File: src/rtl/rand_arbiter_if.sv
`default_nettype none
// ============================================================================
//  Module   : rand_arbiter_if
//  Brief    : Request/grant bundle between rand_arbiter and its consumers.
//  Revision : 1.0 - initial release
// ============================================================================
interface rand_arbiter_if #(
    parameter int NREQ  = 2,
    parameter int WIDTH = 4
);
    logic [NREQ-1:0]  req;
    logic [NREQ-1:0]  gnt;
    logic [WIDTH-1:0] rand_word;
    logic             word_rdy;

    modport master (
        output req,
        input  gnt,
        input  rand_word,
        input  word_rdy
    );

    modport slave (
        input  req,
        output gnt,
        output rand_word,
        output word_rdy
    );
endinterface
`default_nettype wire

File: src/rtl/rand_arbiter.sv
`default_nettype none
// ============================================================================
//  Module   : rand_arbiter
//  Brief    : Packs the serial LFSR bit stream into WIDTH-bit words and hands
//             each word to exactly one requester (round-robin req/gnt).
//             Define RAND_ARB_FIXED_PRIO_EN for fixed priority (req0 highest).
//  Revision : 1.0 - initial release
// ============================================================================
module rand_arbiter #(
    parameter int NREQ  = 2,
    parameter int WIDTH = 4
) (
    input  wire logic        clk,
    input  wire logic        rst,
    input  wire logic        rand_bit,
    rand_arbiter_if.slave    bus
);
    localparam int c_IDX_W = $clog2(NREQ);
    localparam int c_CNT_W = $clog2(WIDTH + 1);

    localparam logic [0:0] c_ST_FILL  = 1'b0;
    localparam logic [0:0] c_ST_READY = 1'b1;

    localparam logic [NREQ-1:0]    c_GNT_ONE  = NREQ'(1);
    localparam logic [c_CNT_W-1:0] c_CNT_LAST = c_CNT_W'(WIDTH - 1);

    logic [0:0]         r_state;
    logic [0:0]         w_state_nxt;
    logic [WIDTH-1:0]   r_sr;
    logic [WIDTH-1:0]   r_word;
    logic [c_CNT_W-1:0] r_cnt;
    logic [NREQ-1:0]    r_gnt;
    logic [c_IDX_W-1:0] w_win;
    logic               w_grant;
    logic               w_rdy;

`ifdef RAND_ARB_FIXED_PRIO_EN
    // Descending scan so the lowest asserted index is the last to overwrite.
    always_comb begin
        w_win = '0;
        for (int i = NREQ - 1; i >= 0; i--) begin
            if (bus.req[c_IDX_W'(i)]) begin
                w_win = c_IDX_W'(i);
            end
        end
    end
`else
    logic [c_IDX_W-1:0] r_last;
    logic               w_found;

    // Offset NREQ wraps back to r_last itself, giving it the lowest priority.
    always_comb begin
        w_win   = r_last;
        w_found = 1'b0;
        for (int i = 1; i <= NREQ; i++) begin
            if (!w_found && bus.req[c_IDX_W'((int'(r_last) + i) % NREQ)]) begin
                w_win   = c_IDX_W'((int'(r_last) + i) % NREQ);
                w_found = 1'b1;
            end
        end
    end

    always_ff @(posedge clk) begin
        if (rst) begin
            r_last <= c_IDX_W'(NREQ - 1);
        end else if (w_grant) begin
            r_last <= w_win;
        end
    end
`endif

    assign w_grant = (r_state == c_ST_READY) && (|bus.req);

    // State register together with the datapath it sequences.
    always_ff @(posedge clk) begin
        if (rst) begin
            r_state <= c_ST_FILL;
            r_sr    <= '0;
            r_cnt   <= '0;
            r_gnt   <= '0;
            r_word  <= '0;
        end else begin
            r_state <= w_state_nxt;
            r_gnt   <= '0;
            if (r_state == c_ST_FILL) begin
                r_sr  <= {r_sr[WIDTH-2:0], rand_bit};
                r_cnt <= r_cnt + c_CNT_W'(1);
            end else if (w_grant) begin
                r_gnt  <= c_GNT_ONE << w_win;
                r_word <= r_sr;
                r_cnt  <= '0;
            end
        end
    end

    always_comb begin
        w_state_nxt = r_state;
        case (r_state)
            c_ST_FILL: begin
                if (r_cnt == c_CNT_LAST) begin
                    w_state_nxt = c_ST_READY;
                end
            end
            c_ST_READY: begin
                if (|bus.req) begin
                    w_state_nxt = c_ST_FILL;
                end
            end
            default: w_state_nxt = c_ST_FILL;
        endcase
    end

    always_comb begin
        w_rdy = (r_state == c_ST_READY);
    end

    assign bus.gnt       = r_gnt;
    assign bus.rand_word = r_word;
    assign bus.word_rdy  = w_rdy;

endmodule
`default_nettype wire
File: src/flat_wrapper.sv
// flat-port wrapper written by rule: the top's interface ports become plain ports
module rand_arbiter_flat 
#(
    parameter int NREQ  = 2,
    parameter int WIDTH = 4
)
  (clk, rst, rand_bit, bus_req, bus_gnt, bus_rand_word, bus_word_rdy);
  rand_arbiter_if #(.NREQ(NREQ), .WIDTH(WIDTH)) bus_i ();
  input  wire logic clk;
  input  wire logic rst;
  input  wire logic rand_bit;
  input wire logic [$bits(bus_i.req)-1:0] bus_req;
  output wire logic [$bits(bus_i.gnt)-1:0] bus_gnt;
  output wire logic [$bits(bus_i.rand_word)-1:0] bus_rand_word;
  output wire logic [$bits(bus_i.word_rdy)-1:0] bus_word_rdy;
  assign bus_i.req = bus_req;
  assign bus_gnt = bus_i.gnt;
  assign bus_rand_word = bus_i.rand_word;
  assign bus_word_rdy = bus_i.word_rdy;
  rand_arbiter #(.NREQ(NREQ), .WIDTH(WIDTH)) u_core (.clk(clk), .rst(rst), .rand_bit(rand_bit), .bus(bus_i));
endmodule
File: config.mk
export PLATFORM = sky130hd
export DESIGN_NAME = rand_arbiter_flat
export DESIGN_NICKNAME = d
export VERILOG_FILES = /design/src/rtl/rand_arbiter_if.sv /design/src/rtl/rand_arbiter.sv /design/src/flat_wrapper.sv
export SDC_FILE = /design/constraint.sdc
export NUM_CORES = 1
export LEC_CHECK = 0
export BUFFER_PORTS_ARGS = -buffer_cell sky130_fd_sc_hd__buf_4
export CAP_MARGIN = 20
export CORE_UTILIZATION = 30
export DETAILED_ROUTE_END_ITERATION = 7
export PLACE_DENSITY = 0.5
export SLEW_MARGIN = 10
export SYNTH_ARGS = -nofsm -noshare
export SYNTH_HDL_FRONTEND = slang
export SYNTH_SLANG_ARGS = --single-unit
File: constraint.sdc
create_clock -name clk -period 1.55 [get_ports clk]
set_input_delay 0.0775 -clock clk [delete_from_list [all_inputs] [get_ports clk]]
set_output_delay 0.0775 -clock clk [all_outputs]
set_load 0.005 [all_outputs]
==> results.json, run 1 <==
{
  "critPathRequiredTime_ps": 1760,
  "cts_resized": 0,
  "rsz0062_at_grt": "no",
  "worstHoldPathType": "primary input to register",
  "hold_buffers": 0,
  "syn_inst": 64,
  "ys_types": 20,
  "routed_wirelength_mm": 1.04,
  "grt_pass1_wl_mm": 1.74,
  "die-width_um": 48.7,
  "diodes": 0,
  "num_rows": 16,
  "route.detailed.drc": 0,
  "syn-mean-instance-area_um2": 10.2,
  "ys_ff_latch": 15,
  "layout_common_cells": "dfxtp_1, buf_4, nand2b_1, mux2i_1, a21oi_1",
  "hold_start": "rand_bit",
  "num_io_pins": 12,
  "intPower_mw": 0.538,
  "numCtsBuffers": 3,
  "worstSetupEndpointType": "register",
  "nNetsFinal": 85,
  "mostFrequentLayoutCell": "dfxtp_1",
  "pwr-share-seq_pct": 59.3,
  "finalCriticalPeriod_ps": 1150,
  "netlist_area_um2": 654,
  "startpoint_type": "register",
  "gp_congestion": 0.652,
  "start_util_pct": 32.7,
  "postRouteAntennaNets": 0,
  "cts.clk_slew.worst_paths_ps": 80,
  "grt_max_degree": 19,
  "final-hold-violation-count": 0,
  "hold_slack_ps": 30.9,
  "maxCapViolCount": 0,
  "worst_r2r_path_depth": 4,
  "die-area_mm2": 0.00237,
  "status": "completed",
  "relSlewSlack_pct": 79.0,
  "setup_violations": 0,
  "dp_hpwl_um": 724,
  "fmax_mhz": 868,
  "fin_crit_sh_pct": 74.3,
  "cp_max_fo": 3,
  "crit_arrival_ps": 1360,
  "place_ws_ps": 406,
  "clk_path_buf_depth": 2,
  "worstReg2RegStart": "u_core.r_cnt[0]$_SDFFE_PP0P_",
  "switchingPower_mw": 0.157,
  "worstSkewPairLatency_ps": 270,
  "drt_iter0_markers": 3,
  "holdPathEnd": "u_core.r_sr[0]$_SDFFE_PP0N_",
  "yosys_warnings": 0,
  "cts_setup_buffers": 0,
  "p_comb_share_pct": 9.9,
  "fp.dieH_um": 48.7,
  "power_frac_clock_pct": 30.8,
  "track_usage_pct": 9.88,
  "worst_slack_ps": 398,
  "dr.pass1.iters": 2,
  "port_buffers": 11,
  "vdd_drop_max_v": 0.000351,
  "drv_slew": 0,
  "switching_share_pct": 22.6,
  "synth_top_area_share_pct": 45.9,
  "viasPerCell": 4.40,
  "cts-root-buf": "clkbuf_4",
  "finish.utilization_pct": 39.3,
  "vias": 458,
  "antenna_found_initial": 0,
  "tightestPinTransition_ps": 314,
  "min_path_cells": 3,
  "skew_ps": 1.61,
  "fin_setup_tns_ps": 0,
  "r2r_end": "u_core.r_cnt[2]$_SDFFE_PP0P_",
  "leakage_nw": 0.298,
  "area_delta_synth_final_pct": 20.3,
  "clock-sinks": 15,
  "critPathKind": "register to register",
  "regToRegSetupSlack_ps": 400,
  "wl_per_cell_um": 9.97,
  "drive_above_1_share_pct": 22.1,
  "synth.net_count": 71,
  "grt_pass1_vias": 391,
  "p_per_area_mw_per_mm2": 883,
  "grt_overflow": 0,
  "cts_tree": "done",
  "synth_top_cell_by_area": "dfxtp_1",
  "core_mm2": 0.00200,
  "htree_levels": 1,
  "yosysSeqAreaShare_pct": 45.9,
  "synth.area.top_cells": "dfxtp_1, mux2i_1, nand2b_1"
}
## power groups by stage
stage	registers [mW]	logic [mW]	clock network, mW
finish	0.412	0.0688	0.214
floorplan	0.418	0.0490	0
CTS	0.412	0.0704	0.225
global route	0.414	0.0773	0.252
detailed placement	0.421	0.0702	0
global placement	0.420	0.0694	0
## synthesized netlist by cell type (all sizes together)
master   number
dfxtp        15
nand2b       11
mux2i         8
a21oi         7
nor2          4
nand4bb       3
buf           2
ha            2
or2           2
or3b          2
and3          1
clkbuf        1
inv           1
nand2         1
nand3b        1
o21a          1
o21bai        1
or2b          1
## flip-flops by register name, indices dropped and copies added (netlist names)
register / flops
u_core.r_sr: 4
u_core.r_last: 1
u_core.bus.gnt: 2
u_core.bus.word_rdy: 1
u_core.r_cnt: 3
u_core.bus.rand_word: 4
## cells by family after synthesis
group / share of synthesized area [%]
buf+inv: 3.25
flops: 45.9
mux: 12.2
simple gates: 26.6
fa+ha+maj: 3.82
compound gates: 8.22
## metal layers
layer	vias to the layer above	global-route usage, %	share of wire (%)
met5	-	0	0
met4	0	7.35	1.4
met3	2	2.83	3.1
met2	7	13.9	45
met1	203	12.7	50
li1	246	-	-
## per-stage QoR
stage | instances | power (mW) | area, um2
after CTS | 104 | 0.708 | 787
after global routing | 104 | 0.743 | 787
after detailed placement | 100 | 0.491 | 761
after floorplan | 64 | 0.467 | 654
after global placement | 100 | 0.490 | 761
final | 104 | 0.695 | 787
## worst max-delay path by stage
stage	depth (start not counted)	to	slack [ps]	from
3_3_place_gp	4	u_core.r_cnt[2]$_SDFFE_PP0P_	430	u_core.r_cnt[0]$_SDFFE_PP0P_
5_1_grt	4	u_core.r_cnt[2]$_SDFFE_PP0P_	290	u_core.r_cnt[0]$_SDFFE_PP0P_
2_1_floorplan	4	u_core.r_cnt[2]$_SDFFE_PP0P_	450	u_core.r_cnt[0]$_SDFFE_PP0P_
6_report	4	u_core.r_cnt[2]$_SDFFE_PP0P_	400	u_core.r_cnt[0]$_SDFFE_PP0P_
3_5_place_dp	4	u_core.r_cnt[2]$_SDFFE_PP0P_	410	u_core.r_cnt[0]$_SDFFE_PP0P_
4_1_cts	4	u_core.r_cnt[2]$_SDFFE_PP0P_	390	u_core.r_cnt[0]$_SDFFE_PP0P_
## area by class of cell
type                       count  area (um2)
sequential                    15         300
multi-input combinational     45         333
tap                           27        33.8
clock buffer                   4        26.3
fill                         209        1210
inverter                       1        3.75
timing repair buffer          12        90.1
## worst max-delay path, cell delays in order (launching register included)
cell,delay [ps]
dfxtp_1,330
ha_1,200
ha_1,250
or2_1,200
a21oi_1,110
Note: power is estimated with default switching activity, not from simulation.
==> run 2: changes to the inputs <==
==> constraint.sdc (replaced) <==
create_clock -name clk -period 1.2 [get_ports clk]
set_input_delay 0.06 -clock clk [delete_from_list [all_inputs] [get_ports clk]]
set_output_delay 0.06 -clock clk [all_outputs]
set_load 0.005 [all_outputs]
==> run 2 against run 1 <==
Effect of this change: core utilization is 2.1 points higher; total power is 32% higher; non-clock buffer count is 3 higher; largest cell class unchanged; largest power group unchanged; die area stayed put; sequential power is 29% higher; via count is 7.9% higher; register-to-register slack worse by 330 ps; clock-buffer cell count stayed put; clock skew is 1.2 ps higher.
==> results.json, run 2 (synthesis results as in run 1) <==
{
  "start_util_pct": 32.7,
  "worstSkewPairLatency_ps": 280,
  "die-width_um": 48.7,
  "tightestPinTransition_ps": 243,
  "cts-root-buf": "clkbuf_4",
  "fin_crit_sh_pct": 94.0,
  "critPathLaunch": "u_core.r_cnt[0]$_SDFFE_PP0P_",
  "relSlewSlack_pct": 83.8,
  "nNetsFinal": 88,
  "numCtsBuffers": 3,
  "num_rows": 16,
  "gp_congestion": 0.654,
  "vias": 494,
  "drive_above_1_share_pct": 27.5,
  "rsz0062_at_grt": "no",
  "setup_violations": 0,
  "clock-sinks": 15,
  "core_mm2": 0.00200,
  "cts.clk_slew.worst_paths_ps": 90,
  "antenna_found_initial": 0,
  "place_ws_ps": 53.2,
  "track_usage_pct": 9.67,
  "route.detailed.drc": 0,
  "viasPerCell": 4.62,
  "cts_tree": "done",
  "dr.pass1.iters": 2,
  "cp_slowest_cell": "dfxtp_2",
  "num_io_pins": 12,
  "status": "completed",
  "vdd_drop_max_v": 0.000622,
  "postRouteAntennaNets": 0,
  "p_per_area_mw_per_mm2": 1110,
  "worst_slack_ps": 71.5,
  "r2r_end": "u_core.r_cnt[2]$_SDFFE_PP0P_",
  "htree_levels": 1,
  "skew_ps": 2.82,
  "drv_slew": 0,
  "routed_wirelength_mm": 1.10,
  "worstReg2RegStart": "u_core.r_cnt[0]$_SDFFE_PP0P_",
  "fmax_mhz": 886,
  "path_delay_family": "adder cells",
  "worstHoldPathType": "primary input to register",
  "cp_max_fo": 2,
  "crit_buf_inv": 0,
  "final-hold-violation-count": 0,
  "port_buffers": 11,
  "grt_max_degree": 19,
  "layout_common_cells": "buf_4, dfxtp_1, nand2b_1, mux2i_1, a21oi_1",
  "leakage_nw": 0.312,
  "worst_r2r_path_depth": 4,
  "path_cells": "ha_2, ha_4, or2_1, a21oi_1",
  "area_delta_synth_final_pct": 26.6,
  "nFillCells": 212,
  "fp.dieH_um": 48.7,
  "die-area_mm2": 0.00237,
  "startpoint_type": "register",
  "grt_pass1_vias": 379,
  "grt_pass1_wl_mm": 1.69,
  "crit_arrival_ps": 1350,
  "fin_cells": 107,
  "crit_path_end": "u_core.r_cnt[2]$_SDFFE_PP0P_",
  "clk_path_buf_depth": 2,
  "drt_iter0_markers": 1,
  "grt_overflow": 0,
  "finalCriticalPeriod_ps": 1130,
  "dp_cells": 101,
  "regToRegSetupSlack_ps": 70,
  "crit_cells": 4,
  "max_stage_delay_ps": 330,
  "critPathKind": "register to register",
  "dp_hpwl_um": 739,
  "fin_setup_tns_ps": 0,
  "wl_per_cell_um": 10.3,
  "critPathRequiredTime_ps": 1420,
  "maxCapViolCount": 0,
  "diodes": 0,
  "worstSetupEndpointType": "register"
}
run 2: timing repair:
action | CTS | global route
hold endpoints to repair | 0 | 1
setup buffers | 0 | 1
resized for setup | 0 | 3
setup endpoints to repair | 0 | 1
hold buffers | 0 | 1
run 2: through the flow:
stage / hold slack, ps / instance area (um2) / utilization, % / total power [mW]
3_3_place_gp: 297 / 768 / 38.4 / 0.634
5_1_grt: 58.1 / 828 / 41.4 / 0.978
2_1_floorplan: 204 / 654 / - / 0.603
3_5_place_dp: 301 / 768 / 38.4 / 0.637
6_report: 61.7 / 828 / 41.4 / 0.919
4_1_cts: 2.99 / 795 / 39.7 / 0.923
run 2: how the worst min path moves through the flow:
stage	from	end	slack (ps)	depth (start not counted)
detailed placement	rand_bit	u_core.r_sr[0]$_SDFFE_PP0N_	300	3
floorplan	rand_bit	u_core.r_sr[0]$_SDFFE_PP0N_	200	2
global route	rst	u_core.bus.word_rdy$_SDFF_PP0_	60	2
finish	rst	u_core.r_cnt[2]$_SDFFE_PP0P_	60	2
CTS	rand_bit	u_core.r_sr[0]$_SDFFE_PP0N_	3	3
global placement	rand_bit	u_core.r_sr[0]$_SDFFE_PP0N_	300	3
run 2: per-layer routing:
metal  global-route usage [%]  vias up  wire (um)
met5                        0        -          0
met4                     2.94        0          4
met3                     5.66        2         43
met2                     14.8        7        508
met1                     11.3      234        543
li1                         -      251          -
run 2: final cells by class:
| type | count | area, um2 | share of cell area [%] |
|---|---|---|---|
| multi-input combinational | 45 | 348 | 42.0 |
| sequential | 15 | 302 | 36.4 |
| timing repair buffer | 15 | 115 | 13.9 |
| tap | 27 | 33.8 | 4.08 |
| clock buffer | 4 | 26.3 | 3.17 |
| inverter | 1 | 3.75 | 0.453 |
run 2: report_power, final:
part / total [mW] / switching [mW] / internal, mW
combinational: 0.107 / 0.0470 / 0.0597
clock: 0.282 / 0.153 / 0.129
sequential: 0.530 / 0.0124 / 0.518
